### src/rtl/track_pkg.sv
// rtl/track_pkg.sv - shared constants, state codes and period helper for the track sensor emulator
package track_pkg;

   // Shared with the controller's sensor synchronizer.
   localparam int N_SENSORS = 6;
   localparam int PULSE_LEN = 4;

   typedef logic [1:0] state_t;

   localparam state_t ST_IDLE  = 2'd0;
   localparam state_t ST_PULSE = 2'd1;
   localparam state_t ST_GAP   = 2'd2;

   // Spacing never drops below one pulse plus one low cycle, so seg_time=0 is legal.
   function automatic int unsigned eff_period(input int unsigned x, input int unsigned plen);
      return (x < plen + 1) ? plen + 1 : x;
   endfunction

endpackage

### src/rtl/segment_timer.sv
// rtl/segment_timer.sv - loadable saturating segment counter with pulse-end and segment-end compares
module segment_timer
   import track_pkg::*;
#(
   parameter int TW        = 19,
   parameter int PULSE_LEN = track_pkg::PULSE_LEN
)
(
   input  logic          clk,
   input  logic          rst,
   input  logic          load,
   input  logic [TW-1:0] period_in,
   output logic          pulse_end,
   output logic          seg_end
);

   logic [TW-1:0] count_q, count_d;
   logic [TW-1:0] period_q, period_d;

   // Count cycles since the pulse start; load restarts at zero and latches the new period.
   always_comb begin
      count_d  = (count_q == {TW{1'b1}}) ? count_q : count_q + TW'(1);
      period_d = period_q;
      if (load) begin
         count_d  = '0;
         period_d = period_in;
      end
   end

   // Counter and latched period registers.
   always_ff @(posedge clk or posedge rst) begin
      if (rst) begin
         count_q  <= '0;
         period_q <= '0;
      end else begin
         count_q  <= count_d;
         period_q <= period_d;
      end
   end

   // Both compares refer to the last cycle of their interval, so the next state lands on time.
   assign pulse_end = (count_q == TW'(PULSE_LEN - 1));
   assign seg_end   = (count_q == period_q - TW'(1));

endmodule

### src/rtl/track_sensor_emulator.sv
// rtl/track_sensor_emulator.sv - emulates a train passing six track sensors with programmable spacing
module track_sensor_emulator
   import track_pkg::*;
#(
   parameter int N_SENSORS = track_pkg::N_SENSORS,
   parameter int TW        = 19,
   parameter int PULSE_LEN = track_pkg::PULSE_LEN,
   parameter int LAPW      = 8
)
(
   input  logic                 clk,
   input  logic                 rst,
   input  logic                 start,
   input  logic                 abort,
   input  logic                 loop,
   input  logic [TW-1:0]        seg_time,
   output logic [N_SENSORS-1:0] s,
   output logic [2:0]           position,
   output logic                 busy,
   output logic                 done,
   output logic [LAPW-1:0]      lap_count
);

   state_t                 state_q, state_d;
   logic [N_SENSORS-1:0]   s_q, s_d;
   logic [2:0]             pos_q, pos_d;
   logic                   busy_q, busy_d;
   logic                   done_q, done_d;
   logic [LAPW-1:0]        lap_q, lap_d;

   logic                   tmr_load;
   logic                   pulse_end;
   logic                   seg_end;
   logic [TW-1:0]          period_eff;

   assign period_eff = TW'(eff_period(32'(seg_time), 32'(PULSE_LEN)));

   segment_timer #(
      .TW        (TW),
      .PULSE_LEN (PULSE_LEN)
   ) u_timer (
      .clk       (clk),
      .rst       (rst),
      .load      (tmr_load),
      .period_in (period_eff),
      .pulse_end (pulse_end),
      .seg_end   (seg_end)
   );

   // Run sequencing: abort overrides everything; each pulse start reloads the timer.
   always_comb begin
      state_d  = state_q;
      s_d      = s_q;
      pos_d    = pos_q;
      busy_d   = busy_q;
      done_d   = 1'b0;
      lap_d    = lap_q;
      tmr_load = 1'b0;
      if (abort) begin
         state_d = ST_IDLE;
         s_d     = '0;
         busy_d  = 1'b0;
      end else begin
         case (state_q)
            ST_IDLE: begin
               s_d    = '0;
               busy_d = 1'b0;
               if (start) begin
                  pos_d    = '0;
                  s_d      = N_SENSORS'(1);
                  busy_d   = 1'b1;
                  tmr_load = 1'b1;
                  state_d  = ST_PULSE;
               end
            end
            ST_PULSE: begin
               if (pulse_end) begin
                  s_d     = '0;
                  state_d = ST_GAP;
               end
            end
            ST_GAP: begin
               if (seg_end) begin
                  if (pos_q != 3'(N_SENSORS - 1)) begin
                     pos_d    = pos_q + 3'd1;
                     s_d      = N_SENSORS'(1) << (pos_q + 3'd1);
                     tmr_load = 1'b1;
                     state_d  = ST_PULSE;
                  end else if (loop) begin
                     pos_d    = '0;
                     lap_d    = lap_q + LAPW'(1);
                     s_d      = N_SENSORS'(1);
                     tmr_load = 1'b1;
                     state_d  = ST_PULSE;
                  end else begin
                     busy_d  = 1'b0;
                     done_d  = 1'b1;
                     state_d = ST_IDLE;
                  end
               end
            end
            default: begin
               s_d     = '0;
               busy_d  = 1'b0;
               state_d = ST_IDLE;
            end
         endcase
      end
   end

   // All outputs come straight from these registers.
   always_ff @(posedge clk or posedge rst) begin
      if (rst) begin
         state_q <= ST_IDLE;
         s_q     <= '0;
         pos_q   <= '0;
         busy_q  <= 1'b0;
         done_q  <= 1'b0;
         lap_q   <= '0;
      end else begin
         state_q <= state_d;
         s_q     <= s_d;
         pos_q   <= pos_d;
         busy_q  <= busy_d;
         done_q  <= done_d;
         lap_q   <= lap_d;
      end
   end

   assign s         = s_q;
   assign position  = pos_q;
   assign busy      = busy_q;
   assign done      = done_q;
   assign lap_count = lap_q;

endmodule
### config.mk
export PLATFORM = sky130hd
export DESIGN_NAME = track_sensor_emulator
export DESIGN_NICKNAME = d
export VERILOG_FILES = /design/src/rtl/track_pkg.sv /design/src/rtl/segment_timer.sv /design/src/rtl/track_sensor_emulator.sv
export SDC_FILE = /design/constraint.sdc
export NUM_CORES = 1
export LEC_CHECK = 0
export ABC_AREA = 1
export CAP_MARGIN = 10
export CORE_MARGIN = 2
export CORE_UTILIZATION = 40
export CTS_CLUSTER_DIAMETER = 100
export DETAILED_ROUTE_END_ITERATION = 16
export SKIP_LAST_GASP = 1
export SLEW_MARGIN = 30
export SYNTH_ARGS = -nofsm -noshare
export SYNTH_HDL_FRONTEND = slang
export SYNTH_SLANG_ARGS = --single-unit
### constraint.sdc
create_clock -name clk -period 3.2 [get_ports clk]
set_input_delay 0.32 -clock clk [delete_from_list [all_inputs] [get_ports clk]]
set_output_delay 0.32 -clock clk [all_outputs]
set_load 0.05 [all_outputs]
**After elaboration in Yosys (flattened, before gate mapping)**

Cells that the tools add are included.

- Bits in registers: 59
- Latch bits: 0
- Memory bits (writable): 0
- Memory bits (read-only): 0
- Bits of input ports: 24
- Output and inout bits: 19
- Logic and storage cells: 78
- Memories: 0

- Add/subtract/negate cells: 4
- $mul: 0
- Divide/modulo/power cells: 0
- Magnitude comparators: 1
- Eq/ne operators: 17
- Shift operators: 1
- Mux-type cells: 38
- Bitwise logic cells: 2
- Reduce and logical (&&, ||, !) cells: 7

Operators by type and width:

| cell | number |
|---|---|
| $mux 19 | 3 |
| $mux 6 | 5 |
| $ne 3x3->1 const B | 7 |
| $add 19x1->19 const B | 1 |
| $eq 19x19->1 | 1 |
| $eq 19x19->1 const B | 1 |
| $eq 19x2->1 const B | 1 |
| $lt 19x3->1 const B | 1 |
| $sub 19x1->19 const B | 1 |
| $pmux 6 s3 | 1 |
| $mux 1 | 17 |
| $mux 3 | 4 |
| $reduce_and 5->1 | 2 |
| $add 8x1->8 const B | 1 |
| $mux 2 | 4 |
| $ne 2x2->1 const B | 4 |
| $pmux 2 s3 | 1 |
| $pmux 3 s2 | 1 |
| $reduce_and 3->1 | 2 |
| $shl 1x3->6 const A | 1 |
| $ne 4x4->1 const B | 1 |
| $reduce_and 4->1 | 1 |
| $add 3x1->3 const B | 1 |
| $pmux 1 s3 | 1 |
| other kinds (6) | 7 |

**Depth between registers and ports, before layout**

Gate-level depths: netlist of run 1.

- Depth in word-level cells: 6
- Gate-level depth with buffers: 17
- Mapped depth without buffers: 17

**Cells and area by module**

Synthesis of run 1 repeated with hierarchy kept, for this count alone.

- Cells, all modules: 607
- Area, all modules: 4057.6 µm²

Modules (own cells, without submodules):

| module | times used | cells an instance | area each (µm²) | sequential area each (µm²) |
|---|---|---|---|---|
| segment_timer | 1 | 396 | 2635.0 | 950.9 |
| track_sensor_emulator | 1 | 211 | 1422.6 | 525.5 |

**Worst setup path before layout of run 1**

Ideal clock, no wire load.

- Path type: register -> register
- Start point: reg u_timer.period_q[0]
- End point: reg u_timer.count_q[5]
- Setup time: 0.122 ns
- Data arrival time: 2.100 ns
- Data required time: 3.078 ns
- Path slack: 0.977 ns
- Cell stages (with the launch flop): 16
- Path buffers: 1
- Period minus slack after synthesis: 2.223 ns
- Cells stage by stage: dfrtp_1 inv_1 ha_1 nand2_1 nor2_1 nand3_1 nand2_1 nand2_1 nor2_1 nand2_1 nor2_2 and2_4 nand4_4 nand2_4 buf_12 nor2_2

- Cells in the longest elaborated chain, start to end: 6
- Elaborated cells between the ends (all ways): 7
- Classes of those cells: add/sub: 1; eq/ne: 2; mux: 4

Ends and longest elaborated chain:

| what | line | text |
|---|---|---|
| start: declaration | segment_timer.sv:18 | `logic [TW-1:0] period_q, period_d;` |
| start signal: assignment | segment_timer.sv:37 | `period_q <= period_d;` |
| $sub 19x1->19 (*) | segment_timer.sv:43 | `assign seg_end = (count_q == period_q - TW'(1));` |
| $eq 19x19->1 (*) | segment_timer.sv:43 |  |
| $mux 1 (*) | track_sensor_emulator.sv:83 | `if (seg_end) begin` |
| $pmux 1 s2 (*) | track_sensor_emulator.sv:64 | `case (state_q)` |
| $mux 1 (*) | track_sensor_emulator.sv:59 | `if (abort) begin` |
| $ne 2x2->1 (no line) or $mux 19 (tied branches) | - |  |
| end signal: assignment | segment_timer.sv:36 | `count_q <= count_d;` |
| end: declaration | segment_timer.sv:17 | `logic [TW-1:0] count_q, count_d;` |

Mark *: on every way between the ends. The rest lies on a longest branch, timed or not.
A chain may end at the register's enable or synchronous reset.

**Worst setup path after layout of run 1**

- Start point: reg u_timer.period_q[0]
- End point: reg u_timer.count_q[17]

Same word-level chain as after synthesis.

==> results.tsv, run 1 <==
stage	metric	value	unit
synth	synth_cell_type_count	35	
cells_and_area	layout.nets	693	
power_and_ir_drop	p_leak	2.44	nW
setup_path	reg2reg_from	u_timer.period_q[0]	
setup_path	setup.worst_path.start	u_timer.period_q[0]	
cts	clockRootBuffer	clkbuf_8	
cts	cts_tree	built	
sta	hold_viol	0	
detailed_routing	ant_nets	0	
cells_and_area	antenna_cells	0	
synth	synthTopCellsByArea	dfrtp_1 34%, nand2_1 14%, nand3_1 11%	
placement	io_buffers	42	
detailed_routing	wl	11200	um
synth	ys.flop_type	dfrtp_1	
power_and_ir_drop	peakVddDrop	0.272	mV
synth	synth_nets	647	
setup_path	cp.arrival	2.89	ns
setup_path	critPathCaptureType	flop	
setup_path	r2r-end	u_timer.count_q[17]	
die	num_io_pins	43	
detailed_routing	drtPass1Iterations	4	
setup_path	worst_r2r_path_depth	14	
global_route	grt_max_degree	35	
cells_and_area	layout_common_cells	165 x nand2_1, 90 x nand3_1, 76 x nor2_1	
global_route	grt-ovfl-total	0	
sta	setup_tns	0	ns
sta	min_period_over_period	83.4	%
sta	finalMaxSlewViolations	0	
cts	h-tree-depth	3	
cts	cts_buffers	9	
global_route	antenna_found_initial	0	
sta	fin_crit	2.67	ns
cts	clk_latency	0.35	ns
hold_path	hold_path.class	in2async	
synth	avgSynthCellArea	6.94	um^2
sta	worst_pin_slew	0.699	ns
cts	clock_sinks	59	
cts	clk_pin_slew	0.08	ns
detailed_routing	vias_per_cell	4.98	
die	core	10400	um^2
die	rows	37	
sta	max_slew_margin	53.2	%
setup_path	cp_slowest_stage_delay	0.41	ns
global_route	grt_pass1_wl	19100	um
cells_and_area	final_core_util	48.8	%
synth	synth.largest_area_cell	dfrtp_1	
cells_and_area	final_common_cell	nand2_1	
synth	synth_area	4290	um^2
detailed_routing	drc	0	
run_status	status	completed	
setup_path	r2r_slack	0.53	ns
detailed_routing	drt_first_iter_violations	193	
synth	async_flop_share	100	%
synth	yosys_warnings	0	
cts	cts_buffer_depth	2	
placement	finalWeightedCongestion	0.938	
placement	dpl.hpwl	8930	um
global_route	grt_pass1_vias	3907	
global_route	grt.total_usage	21.0	%
cts	ctsResizeCount	0	
synth	yosysSeqAreaShare	34.4	%
synth	syn_inst	618	
setup_path	cp_cell_sequence	inv_1 -> ha_1 -> nand2_1 -> nor2_1 -> nand3_1 -> nand3_1 -> nand2_1 -> inv_1 -> nand2_1 -> nor2_1 -> and2_4 -> nand4_4 -> nand2_4 -> nor2_1	
job	maxCapViolCount	0	
setup_path	slowest_stage	dfrtp_1	
synth	ys_ff_latch	59	
sta	grt_setup_unrepaired	false	
sta	finClkSkew	0.0137	ns
sta	max_freq	375	MHz
sta	setup_viol	0	
die	die-area	11600	um^2
setup_path	critPathKind	reg2reg	
setup_path	path_max_fanout	19	
detailed_routing	routedWlPerCell	13.9	um
cells_and_area	drive_gt1_share	8.82	%
cts	postCtsHoldBufs	0	
setup_path	required	3.42	ns
die	die_w	108	um
cells_and_area	synthToLayoutAreaGrowth	17.9	%
power_and_ir_drop	p_per_area	719	nW/um^2
setup_path	cp-start-kind	flop	
synth	synth-edff-count	0	
cts	post_cts_buffers	0	
die	start_util	41.4	%
synth	synth_top_area_share	34.4	%
die	die_h	108	um
detailed_routing	vias	4006	
## cell usage after synthesis, types with 8 or more instances
library cell / number
xor2_1: 23
xnor2_1: 11
dfrtp_1: 59
nand2_1: 165
nor4_1: 8
nand3_1: 90
o21ai_0: 10
nor2_2: 18
nand4_1: 19
nand3b_1: 8
nor3_1: 11
nor2_1: 76
inv_1: 74
## where the power goes
part	internal [mW]	switching, mW
sequential	0.917	0.266
combinational	0.595	1.07
clock	0.477	0.310
## worst max-delay path, delay by kind of cell (launching register included)
kind | cells | cell delay, ns
fa+ha+maj | 1 | 0.29
buf+inv | 2 | 0.19
flops | 1 | 0.41
simple gates | 11 | 1.64
## cells by family (layout without fill, tap and decap cells)
kind of cell | after synthesis | in the layout | share of synthesized area [%]
AOI/OAI and AO/OA | 18 | 18 | 2.48
xor gates and xnor gates | 35 | 35 | 7.32
adders and majority gates | 5 | 5 | 1.46
buffers and inverters | 86 | 137 | 8.81
DFF | 59 | 59 | 34.4
muxes | 1 | 1 | 0.263
and+or+nand+nor | 414 | 414 | 45.2
## per-layer routing
layer	share of wire, %	track usage (%)	vias up	routed length, um
li1	-	-	2075	-
met1	49	29.2	1838	5480
met2	45	32.9	77	5070
met3	3.9	2.85	16	439
met4	2.1	8.61	0	233
met5	0	0	-	0
## state kept, by name (all words and copies together), names as in the netlist
register / count
busy: 1
done: 1
lap_count: 8
position: 3
s: 6
state_q: 2
u_timer.count_q: 19
u_timer.period_q: 19
## cell type report
class | count | area [um^2]
clock buffers | 11 | 151
fillers | 1082 | 5310
well taps | 136 | 170
multi-input cells | 473 | 2430
clock inverters | 5 | 75.1
inverters | 74 | 278
flip-flops and latches | 59 | 1480
repair buffers | 47 | 470
## worst max-delay path by stage
stage | to | slack, ns | cells past startpoint
global route | u_timer.count_q[17] | 0.23 | 14
finish | u_timer.count_q[17] | 0.53 | 14
floorplan | u_timer.count_q[5] | 0.98 | 15
CTS | u_timer.count_q[17] | 0.53 | 14
global placement | u_timer.count_q[17] | 0.61 | 14
detailed placement | u_timer.count_q[17] | 0.54 | 14
## metrics by stage
step           cells  hold WS, ns  cell area, um^2  setup slack [ns]  total power [mW]
6_report         805        0.348             5060             0.532              3.64
5_1_grt          805        0.400             5060             0.230              3.96
4_1_cts          805        0.371             5060             0.531              3.65
3_5_place_dp     789        0.462             4830             0.538              2.85
3_3_place_gp     789        0.457             4830             0.612              2.83
2_1_floorplan    618        0.458             4290             0.977              2.44
Power figures use the tool's default switching activity.
==> inputs of run 2 (changes only) <==
==> constraint.sdc (replaced) <==
create_clock -name clk -period 2.7 [get_ports clk]
set_input_delay 0.27 -clock clk [delete_from_list [all_inputs] [get_ports clk]]
set_output_delay 0.27 -clock clk [all_outputs]
set_load 0.05 [all_outputs]
==> results.tsv, run 2 (synthesis results as in run 1) <==
stage	metric	value	unit
run_status	status	completed	
placement	dpl.hpwl	8700	um
detailed_routing	top_layer_used	met4	
power_and_ir_drop	peakVddDrop	0.397	mV
die	rows	37	
cts	h-tree-depth	3	
cells_and_area	layout.nets	700	
sta	setup_tns	0	ns
cells_and_area	layout_common_cells	164 x nand2_1, 89 x nand3_1, 75 x nor2_1	
detailed_routing	routedWlPerCell	14.4	um
cells_and_area	antenna_cells	0	
cells_and_area	multi_input_area	2500	um^2
setup_path	worst_r2r_path_depth	15	
detailed_routing	drt_first_iter_violations	241	
setup_path	critPathCaptureType	flop	
cells_and_area	nFillCells	1076	
sta	grt_setup_unrepaired	true	
sta	fin_crit	2.52	ns
cts	clockRootBuffer	clkbuf_8	
detailed_routing	drtPass1Iterations	5	
global_route	grt.total_usage	20.8	%
cts	cts_tree	built	
die	start_util	41.4	%
detailed_routing	wl	11700	um
detailed_routing	vias	4133	
cells_and_area	final_common_cell	nand2_1	
detailed_routing	drt-met1-wl	5710	um
cts	clock_sinks	59	
detailed_routing	wl_met2	5040	um
cts	cts_buffer_depth	2	
cts	clk_pin_slew	0.07	ns
sta	max_slew_margin	24.7	%
cts	postCtsHoldBufs	0	
sta	finalMaxSlewViolations	0	
die	die_h	108	um
detailed_routing	drc	0	
sta	min_period_over_period	93.4	%
cells_and_area	regArea	1480	um^2
sta	finClkSkew	0.00711	ns
global_route	grt-ovfl-total	0	
sta	hold_viol	0	
setup_path	critPathKind	reg2reg	
sta	worst_pin_slew	1.13	ns
setup_path	path_max_fanout	11	
die	num_io_pins	43	
cts	clk_latency	0.36	ns
detailed_routing	wl_met3	667	um
global_route	grt_pass1_wl	18700	um
cells_and_area	final_core_util	49.7	%
global_route	antenna_found_initial	0	
detailed_routing	vias_per_cell	5.09	
placement	io_buffers	42	
job	maxCapViolCount	0	
power_and_ir_drop	p_leak	2.46	nW
cts	cts_buffers	9	
global_route	grt_max_degree	32	
placement	finalWeightedCongestion	0.942	
setup_path	reg2reg_from	u_timer.period_q[0]	
cells_and_area	drive_gt1_share	10.2	%
setup_path	required	2.94	ns
die	core	10400	um^2
setup_path	cp-start-kind	flop	
die	die-area	11600	um^2
detailed_routing	ant_nets	0	
cells_and_area	synthToLayoutAreaGrowth	20.2	%
die	die_w	108	um
power_and_ir_drop	p_per_area	846	nW/um^2
hold_path	hold_path.class	in2async	
sta	setup_viol	0	
global_route	grt_pass1_vias	3815	
setup_path	setup.worst_path.start	u_timer.period_q[0]	
setup_path	r2r_slack	0.18	ns
sta	max_freq	397	MHz
setup_path	cp.arrival	2.76	ns
[run 2: worst max-delay path, cell delays in order, from the launching register on]
cell and delay (ns):
dfrtp_1 0.40, inv_1 0.15, ha_2 0.27, nand2_1 0.11
nor2_1 0.23, nand3_1 0.13, nand2_1 0.09, nand2_1 0.07
nor2_1 0.10, nand2_1 0.07, nor2_2 0.11, and2_4 0.19
nand4_4 0.13, buf_4 0.22, nand3_1 0.07, nand2_1 0.07
[run 2: what timing repair did]
action                     in CTS  in global routing
setup endpoints to repair       0                 53
resized for setup               0                 10
setup buffers                   0                  0
hold endpoints to repair        0                  0
[run 2: power breakdown]
part | switching (mW) | internal, mW
Clock | 0.392 | 0.569
Combinational | 1.28 | 0.724
Sequential | 0.311 | 1.09
[run 2: area by class of cell]
class                   count  share of cell area (%)
clock buffers              12                    3.01
clock inverters             4                    1.41
inverters                  74                    5.39
multi-input cells         476                    48.5
flip-flops and latches     59                    28.6
well taps                 136                    3.30
repair buffers             51                    9.71
[run 2: metrics by stage]
step / worst slack (ns) / power (mW) / std cells / instance area (um^2) / hold slack (ns)
after floorplan: 0.477 / 2.89 / 618 / 4290 / 0.408
after detailed placement: 0.0697 / 3.37 / 793 / 4860 / 0.462
after global placement: 0.131 / 3.34 / 793 / 4860 / 0.455
after global routing: -0.0282 / 4.74 / 812 / 5150 / 0.273
after CTS: 0.0361 / 4.34 / 809 / 5090 / 0.245
final: 0.179 / 4.36 / 812 / 5150 / 0.225
[run 2: worst paths after layout]
kind | end
min in group clk | s[5]
hold / removal | lap_count[3]
setup reg to reg | u_timer.period_q[3]
max in group asynchronous | u_timer.period_q[0]
setup / recovery | u_timer.period_q[3]
hold reg to reg | s[5]
[run 2: metal layers]
metal / track usage [%] / up-vias
li1: - / 2099
met1: 29.5 / 1895
met2: 31.8 / 120
met3: 3.15 / 19
met4: 8.06 / 0
met5: 0 / -
==> inputs of run 3 (changes only) <==
--- a/config.mk
+++ b/config.mk
@@ -11,6 +11,7 @@
 export CORE_UTILIZATION = 40
 export CTS_CLUSTER_DIAMETER = 100
 export DETAILED_ROUTE_END_ITERATION = 16
+export SETUP_SLACK_MARGIN = 0.02
 export SKIP_LAST_GASP = 1
 export SLEW_MARGIN = 30
 export SYNTH_ARGS = -nofsm -noshare
==> constraint.sdc (replaced) <==
create_clock -name clk -period 2.9 [get_ports clk]
set_input_delay 0.29 -clock clk [delete_from_list [all_inputs] [get_ports clk]]
set_output_delay 0.29 -clock clk [all_outputs]
set_load 0.05 [all_outputs]
==> results.tsv, run 3 (synthesis results as in run 1) <==
stage	metric	value	unit
cts	clock_sinks	59	
sta	setup_tns	0	ns
power_and_ir_drop	p_leak	2.42	nW
global_route	antenna_found_initial	0	
cells_and_area	synthToLayoutAreaGrowth	17.5	%
global_route	grt.total_usage	21.5	%
sta	min_period_over_period	89.2	%
detailed_routing	drt_first_iter_violations	197	
placement	dpl.hpwl	8970	um
power_and_ir_drop	p_per_area	783	nW/um^2
die	start_util	41.4	%
cts	cts_tree	built	
cells_and_area	final_common_cell	nand2_1	
detailed_routing	drtPass1Iterations	5	
global_route	grt_pass1_wl	19600	um
sta	worst_pin_slew	0.555	ns
job	maxCapViolCount	0	
global_route	grt_pass1_vias	3919	
sta	setup_viol	0	
detailed_routing	vias	4122	
detailed_routing	vias_per_cell	5.11	
cells_and_area	antenna_cells	0	
cts	post_cts_buffers	0	
sta	max_freq	386	MHz
die	num_io_pins	43	
cts	clk_pin_slew	0.08	ns
detailed_routing	routedWlPerCell	14.4	um
setup_path	critPathKind	reg2reg	
sta	finClkSkew	0.0128	ns
global_route	grt-ovfl-total	0	
cts	cts_buffer_depth	2	
placement	finalWeightedCongestion	0.939	
cts	postCtsHoldBufs	0	
cells_and_area	drive_gt1_share	9.24	%
cells_and_area	layout.nets	695	
cells_and_area	final_area	5040	um^2
placement	io_buffers	42	
die	die_w	108	um
setup_path	critPathCaptureType	flop	
detailed_routing	wl	11600	um
power_and_ir_drop	peakVddDrop	0.450	mV
cells_and_area	layout_common_cells	165 x nand2_1, 90 x nand3_1, 75 x nor2_1	
cts	h-tree-depth	3	
die	die-area	11600	um^2
sta	max_slew_margin	62.9	%
sta	grt_setup_unrepaired	false	
placement	place_area	4830	um^2
sta	finalMaxSlewViolations	0	
cts	clockRootBuffer	clkbuf_8	
hold_path	hold_path.class	in2async	
sta	fin_crit	2.59	ns
setup_path	cp-start-kind	flop	
detailed_routing	ant_nets	0	
cts	cts_buffers	9	
run_status	status	completed	
die	core	10400	um^2
setup_path	cp.arrival	2.82	ns
detailed_routing	drc	0	
setup_path	path_max_fanout	13	
global_route	grt_max_degree	26	
cts	clk_latency	0.35	ns
sta	hold_viol	0	
power_and_ir_drop	finalPower	3.95	mW
die	die_h	108	um
die	rows	37	
setup_path	required	3.13	ns
sta	whs	0.238	ns
run 3: critical path: stages (launching register included):
cell     delay, ns
dfrtp_1       0.41
inv_1         0.15
ha_2          0.26
nand2_2       0.13
nor2_2        0.19
nand2_1       0.09
nand3_1       0.17
nand2_1       0.07
inv_1         0.05
nand2_1       0.05
nor2_1        0.12
and2_4        0.17
nand4_4       0.20
buf_4         0.27
nand3_1       0.08
nand2_1       0.07
run 3: worst paths after layout:
kind	slack, ns	endpoint	cells after the start	startpoint
setup reg to reg	0.31	u_timer.period_q[7]	15	u_timer.period_q[0]
min in group clk	0.48	busy	2	busy
max in group asynchronous	1.97	u_timer.count_q[6]	3	rst
hold / removal	0.24	u_timer.period_q[17]	2	rst
hold reg to reg	0.48	busy	2	busy
setup / recovery	0.31	u_timer.period_q[7]	15	u_timer.period_q[0]
run 3: repair_timing:
action,4_1_cts,5_1_grt
endpoints found under the hold margin,0,0
gates resized for setup,0,2
setup endpoints to repair,0,41
run 3: stage by stage:
stage                     util, %  instances  worst slack (ns)
after floorplan                 -        618             0.677
after global placement       46.6        791             0.327
after detailed placement     46.6        791             0.280
after CTS                    48.6        807             0.247
after global routing         48.6        807            0.0209
final                        48.6        807             0.313
run 3: area by class of cell:
class,count,area (um^2)
Clock inverter,5,62.6
Multi-Input combinational cell,473,2440
Clock buffer,11,141
Fill cell,1101,5330
Timing Repair Buffer,49,473
Sequential cell,59,1480
Tap cell,136,170
Inverter,74,278
run 3: layer usage:
metal | vias to the layer above | wire, um | share of wire (%) | track usage (%)
met2 | 93 | 5140 | 44 | 33.4
met1 | 1922 | 5780 | 50 | 29.9
met3 | 21 | 453 | 3.9 | 3.93
met4 | 0 | 240 | 2.1 | 7.69
li1 | 2086 | - | - | -
met5 | - | 0 | 0 | 0
run 3: power breakdown:
part,total (mW),switching [mW],internal (mW)
registers,1.31,0.298,1.01
clock network,0.789,0.366,0.423
logic,1.85,1.19,0.663
total,3.95,1.85,2.10
